**config.mk**
```make
export PLATFORM = sky130hd
export DESIGN_NAME = instruction_fetch_unit
export DESIGN_NICKNAME = d
export VERILOG_FILES = /design/src/rtl/cpu_pkg.sv /design/src/rtl/pc_next_calc.sv /design/src/rtl/instruction_fetch_unit.sv
export SDC_FILE = /design/constraint.sdc
export NUM_CORES = 1
export LEC_CHECK = 0
export CELL_PAD_IN_SITES_DETAIL_PLACEMENT = 2
export CELL_PAD_IN_SITES_GLOBAL_PLACEMENT = 2
export CORE_UTILIZATION = 26
export CTS_BUF_LIST = sky130_fd_sc_hd__clkbuf_2 sky130_fd_sc_hd__clkbuf_4 sky130_fd_sc_hd__clkbuf_8
export CTS_CLUSTER_DIAMETER = 50
export CTS_CLUSTER_SIZE = 16
export DETAILED_ROUTE_END_ITERATION = 16
export GPL_ROUTABILITY_DRIVEN = 1
export GPL_TIMING_DRIVEN = 0
export PLACE_DENSITY = 0.79
export SLEW_MARGIN = 20
export SYNTH_ARGS = -nofsm -noshare
export SYNTH_HDL_FRONTEND = slang
export SYNTH_SLANG_ARGS = --single-unit
```
**constraint.sdc**
```tcl
create_clock -name clock -period 3 [get_ports clock]
set_input_delay 0.6 -clock clock [delete_from_list [all_inputs] [get_ports clock]]
set_output_delay 0.6 -clock clock [all_outputs]
set_load 0.02 [all_outputs]
```
**src/rtl/cpu_pkg.sv**
```systemverilog
// Shared CPU definitions: opcode values, instruction field widths and the fetch-stage state type.
package cpu_pkg;
  localparam int OPC_W = 5;
  localparam int REG_W = 5;
  localparam int IMM_W = 22;

  localparam logic [OPC_W-1:0] OPC_NOP = 5'd17;
  localparam logic [OPC_W-1:0] OPC_HLT = 5'd18;
  localparam logic [OPC_W-1:0] OPC_OUT = 5'd20;
  localparam logic [OPC_W-1:0] OPC_LR  = 5'd23;
  localparam logic [OPC_W-1:0] OPC_SW  = 5'd24;
  localparam logic [OPC_W-1:0] OPC_LI  = 5'd25;

  typedef enum logic [1:0] {
    BOOT  = 2'd0,
    FETCH = 2'd1,
    HALT  = 2'd2
  } fetch_state_e;
endpackage

```
**src/rtl/pc_next_calc.sv**
```systemverilog
// Next-PC selection for the fetch stage: wrapped increment, jump range check and redirect mux.
module pc_next_calc #(
  parameter int ADDR_W    = 32,
  parameter int MEM_DEPTH = 21,
  parameter int RESET_PC  = 0
) (
  input  logic [ADDR_W-1:0] pc_i,
  input  logic              jump_valid_i,
  input  logic [ADDR_W-1:0] jump_target_i,
  input  logic              advance_i,
  output logic [ADDR_W-1:0] pc_next_o,
  output logic              jump_oor_o
);
  localparam logic [ADDR_W-1:0] LAST_PC  = ADDR_W'(MEM_DEPTH - 1);
  localparam logic [ADDR_W-1:0] DEPTH_A  = ADDR_W'(MEM_DEPTH);
  localparam logic [ADDR_W-1:0] RESET_A  = ADDR_W'(RESET_PC);

  logic [ADDR_W-1:0] pc_inc;

  assign pc_inc     = (pc_i == LAST_PC) ? '0 : pc_i + ADDR_W'(1);
  assign jump_oor_o = (jump_target_i >= DEPTH_A);

  always_comb begin
    pc_next_o = pc_i;
    if (jump_valid_i) begin
      pc_next_o = jump_oor_o ? RESET_A : jump_target_i;
    end else if (advance_i) begin
      pc_next_o = pc_inc;
    end
  end
endmodule

```
**src/rtl/instruction_fetch_unit.sv**
```systemverilog
// PC + IF/ID register stage in front of a combinational instruction memory.
// Optional per-unit fetch/stall counters are built when FETCH_PERF_COUNT_EN is defined.
module instruction_fetch_unit
  import cpu_pkg::*;
#(
  parameter int ADDR_W     = 32,
  parameter int INSTR_W    = 32,
  parameter int OPC_W      = 5,
  parameter int MEM_DEPTH  = 21,
  parameter int RESET_PC   = 0,
  parameter int HLT_OPCODE = 18
) (
  input  logic               clock,
  input  logic               reset,
  output logic [ADDR_W-1:0]  endereco,
  input  logic [INSTR_W-1:0] instrucao,
  input  logic               stall,
  input  logic               jump_valid,
  input  logic [ADDR_W-1:0]  jump_target,
  input  logic               resume,
  output logic [INSTR_W-1:0] instr_out,
  output logic [ADDR_W-1:0]  pc_out,
  output logic               instr_valid,
  output logic               halted,
  output logic               fault
`ifdef FETCH_PERF_COUNT_EN
  ,
  output logic [ADDR_W-1:0]  fetch_count,
  output logic [ADDR_W-1:0]  stall_count
`endif
);
  fetch_state_e       state_q, state_d;
  logic [ADDR_W-1:0]  pc_q, pc_d, pc_calc;
  logic [ADDR_W-1:0]  pc_out_q, pc_out_d;
  logic [INSTR_W-1:0] instr_q, instr_d;
  logic               valid_q, valid_d;
  logic               fault_q, fault_d;
  logic               is_hlt, in_fetch, capture, advance, jump_oor;

  // Case equality keeps an unknown opcode from being taken as a halt.
  assign is_hlt   = (instrucao[INSTR_W-1 -: OPC_W] === OPC_W'(HLT_OPCODE));
  assign in_fetch = (state_q == FETCH);
  assign capture  = in_fetch && !jump_valid && !stall;
  assign advance  = (capture && !is_hlt) || ((state_q == HALT) && resume);

  pc_next_calc #(
    .ADDR_W   (ADDR_W),
    .MEM_DEPTH(MEM_DEPTH),
    .RESET_PC (RESET_PC)
  ) u_pc_next_calc (
    .pc_i         (pc_q),
    .jump_valid_i (in_fetch && jump_valid),
    .jump_target_i(jump_target),
    .advance_i    (advance),
    .pc_next_o    (pc_calc),
    .jump_oor_o   (jump_oor)
  );

  always_comb begin
    state_d  = state_q;
    pc_d     = pc_calc;
    instr_d  = instr_q;
    pc_out_d = pc_out_q;
    valid_d  = valid_q;
    fault_d  = fault_q;
    case (state_q)
      BOOT: begin
        valid_d = 1'b0;
        state_d = FETCH;
      end
      FETCH: begin
        if (jump_valid) begin
          valid_d = 1'b0;
          if (jump_oor) fault_d = 1'b1;
        end else if (!stall) begin
          instr_d  = instrucao;
          pc_out_d = pc_q;
          valid_d  = 1'b1;
          if (is_hlt) state_d = HALT;
        end
      end
      HALT: begin
        valid_d = 1'b0;
        if (resume) state_d = FETCH;
      end
      default: state_d = BOOT;
    endcase
  end

  always_ff @(posedge clock or posedge reset) begin
    if (reset) begin
      state_q  <= BOOT;
      pc_q     <= ADDR_W'(RESET_PC);
      instr_q  <= '0;
      pc_out_q <= '0;
      valid_q  <= 1'b0;
      fault_q  <= 1'b0;
    end else begin
      state_q  <= state_d;
      pc_q     <= pc_d;
      instr_q  <= instr_d;
      pc_out_q <= pc_out_d;
      valid_q  <= valid_d;
      fault_q  <= fault_d;
    end
  end

`ifdef FETCH_PERF_COUNT_EN
  logic [ADDR_W-1:0] fetch_cnt_q, stall_cnt_q;

  always_ff @(posedge clock or posedge reset) begin
    if (reset) begin
      fetch_cnt_q <= '0;
      stall_cnt_q <= '0;
    end else begin
      if (capture) fetch_cnt_q <= fetch_cnt_q + ADDR_W'(1);
      if (in_fetch && stall && !jump_valid) stall_cnt_q <= stall_cnt_q + ADDR_W'(1);
    end
  end

  assign fetch_count = fetch_cnt_q;
  assign stall_count = stall_cnt_q;
`endif

  assign endereco    = pc_q;
  assign instr_out   = instr_q;
  assign pc_out      = pc_out_q;
  assign instr_valid = valid_q;
  assign halted      = (state_q == HALT);
  assign fault       = fault_q;
endmodule

```
==> results.json <==
{
  "post-dp-hpwl_mm": 12.62,
  "grt_pass1_wl_mm": 26.50,
  "crit_fanout": 10,
  "cts.sinks": 100,
  "wl_per_cell_um": 20.20,
  "fin_crit_ps": 2810,
  "worstSetupPathType": "input pin to flip-flop",
  "grt_pass1_vias": 4751,
  "boundaryPins": 168,
  "yosys-top-cells-area": "dfrtp_1, mux2_2, nand3_1",
  "cts_resized": 0,
  "n_antenna_cell": 0,
  "die_h_um": 136.6,
  "reg2reg_depth": 8,
  "drc_errors": 0,
  "num_vias": 4191,
  "design.core.area_um2": 17480,
  "yosys_warnings": 0,
  "grt_use_met1_pct": 23.03,
  "maxCapViolCount": 0,
  "seq_area_frac_synth_pct": 53.12,
  "htree_levels": 3,
  "cellPowerDensity_nw_per_um2": 438.3,
  "path_buf_inv": 4,
  "reg2reg_slack_ps": 410,
  "grt-ovfl-total": 0,
  "busiest_layer": "met2",
  "grtUsageMet3_pct": 2.593,
  "worst_slew_pin_slew_ps": 757.7,
  "viasPerCell": 5.099,
  "use_met2_pct": 33.22,
  "fin_crit_sh_pct": 93.66,
  "post-route-util_pct": 39.57,
  "hold_viol": 0,
  "min_path_cells": 1,
  "setup_viol_count_final": 0,
  "status": "completed",
  "synth_area_per_cell_um2": 11.46,
  "synthTopCellsByCount": "dfrtp_1, mux2_2, nand2_1",
  "crit-reg2reg-capture": "endereco[16]$_DFFE_PP0P_",
  "max_slew_margin_pct": 49.48,
  "rows": 48,
  "first_pass_iters": 4,
  "p_leak_nw": 2.832,
  "post-cts-setup-buffer-count": 0,
  "start_kind": "input pin",
  "ant_nets": 0,
  "nFillCells": 1811,
  "crit_start": "jump_valid",
  "critPathMaxStageDelay_ps": 470,
  "synth.most_common_cell": "dfrtp_1",
  "dieArea_um2": 18660,
  "start_util_pct": 26.95,
  "path_depth": 9,
  "drt_iter0_markers": 156,
  "slew_violations": 0,
  "crit_arrival_ps": 3080,
  "end_kind": "flip-flop",
  "root_buffer": "clkbuf_8",
  "tns_ps": 0,
  "hold_path.class": "flip-flop to flip-flop",
  "gp_congestion": 0.8066,
  "reg2reg_from": "endereco[0]$_DFFE_PP0P_",
  "syn_nets": 482,
  "ys.flop_type": "dfrtp_1",
  "cts_buffer_depth": 2,
  "layout.nets": 663,
  "syn_inst": 411,
  "yosys.area.top_type_share_pct": 53.12,
  "rsz0062_at_grt": "no",
  "numCtsBuffers": 9,
  "critical_path.cell_chain": "clkdlybuf4s50_1, and3b_1, clkbuf_1, a21o_1, nor2_1, clkbuf_1, buf_2, nor4_1, o21bai_1",
  "cpMostUsedCell": "clkbuf_1",
  "netlist_area_um2": 4711,
  "async_flop_share_pct": 100.0,
  "skew_ps": 12.70,
  "synthDistinctLibCells": 47,
  "cp_data_required_time_ps": 3270,
  "synth.largest_area_cell": "dfrtp_1",
  "max_freq_mhz": 355.9,
  "cts_hold_buf": 0,
  "area_growth_pct": 46.80,
  "cp_top_family": "buffers and inverters",
  "clk_pin_slew_ps": 100,
  "cts_tree": "yes",
  "gr-usage-all-layers_pct": 18.66,
  "slowest_stage": "clkdlybuf4s50_1",
  "grt_max_degree": 31,
  "totalWireLength_mm": 16.61,
  "antenna_found_initial": 0,
  "die_w_um": 136.6,
  "ir_drop_mv": 0.1647,
  "synth_edf_count": 0,
  "endpoint": "endereco[9]$_DFFE_PP0P_",
  "portBuffers": 167,
  "ys_seq_elements": 100,
  "drive_above_1_share_pct": 17.76,
  "worstSkewPairLatency_ps": 380
}
worst reg2reg max path, delay by kind of cell (launching register included):
kind,cells,cell delay (ps)
compound gates,3,790
buf+inv,2,670
flops,1,470
simple gates,2,330
fa+ha+maj,1,240
routing by layer:
metal / part of all wire [%] / vias to the layer above
met1: 43 / 2178
met2: 52 / 95
met4: 1.6 / 0
met3: 3.6 / 18
li1: - / 1900
met5: 0 / -
where the power goes:
part	switching, mW	total (mW)	internal, mW
logic	0.326	0.678	0.352
registers	0.0660	1.50	1.44
clock network	0.481	0.848	0.367
total	0.873	3.03	2.16
worst min path at each step:
stage / slack [ps] / startpoint / end
2_1_floorplan: 570 / state_q[0]$_DFFE_PP0P_ / instr_valid$_DFFE_PP0P_
3_3_place_gp: 450 / fault$_DFFE_PP0P_ / fault$_DFFE_PP0P_
3_5_place_dp: 470 / fault$_DFFE_PP0P_ / fault$_DFFE_PP0P_
4_1_cts: 500 / fault$_DFFE_PP0P_ / fault$_DFFE_PP0P_
5_1_grt: 530 / pc_out[30]$_DFFE_PP0P_ / pc_out[30]$_DFFE_PP0P_
6_report: 490 / fault$_DFFE_PP0P_ / fault$_DFFE_PP0P_
layout by cell type (no fill, tap or decap), types with 8 or more instances in the layout:
master / n
mux2_2: 66
a22o_1: 8
nor2_1: 17
nor3_1: 8
nand4_1: 10
nor4_1: 13
nand2_1: 23
buf_2: 12
inv_1: 9
a21oi_1: 10
clkbuf_1: 11
a21o_1: 9
clkbuf_8: 11
nand3_1: 22
clkdlybuf4s50_1: 167
o21ai_0: 16
dfrtp_1: 100
cell type report:
| type | instances | area (um2) | area share [%] |
|---|---|---|---|
| plain buffers | 24 | 112.6 | 1.628 |
| inverters | 10 | 41.29 | 0.5971 |
| clock buffers | 13 | 166.4 | 2.406 |
| flip-flops and latches | 100 | 2502 | 36.19 |
| repair buffers | 170 | 1732 | 25.04 |
| multi-input cells | 277 | 2058 | 29.76 |
| clock inverters | 3 | 21.27 | 0.3076 |
| well taps | 225 | 281.5 | 4.071 |
registers in the layout (all words and copies together), names as in the netlist:
register	cells
instr_valid	1
endereco	32
pc_out	32
state_q	2
fault	1
instr_out	32
through the flow:
step                hold slack [ps]  std cells  worst slack, ps  power, mW  cell area, um2
global route                  531.8        822            76.40      3.178            6915
CTS                           497.8        822            207.9      3.085            6915
detailed placement            468.7        806           -172.7      2.222            6728
finish                        487.8        822            190.1      3.031            6915
global placement              452.0        803           -129.3      2.179            6668
floorplan                     569.5        411            914.4      1.833            4715
cells by family after synthesis:
kind of cell	synth area share (%)
simple gates	16.63
flops	53.12
compound gates	10.12
mux	16.41
buf+inv	3.187
fa+ha+maj	0.5311
Power figures use the tool's default switching activity.
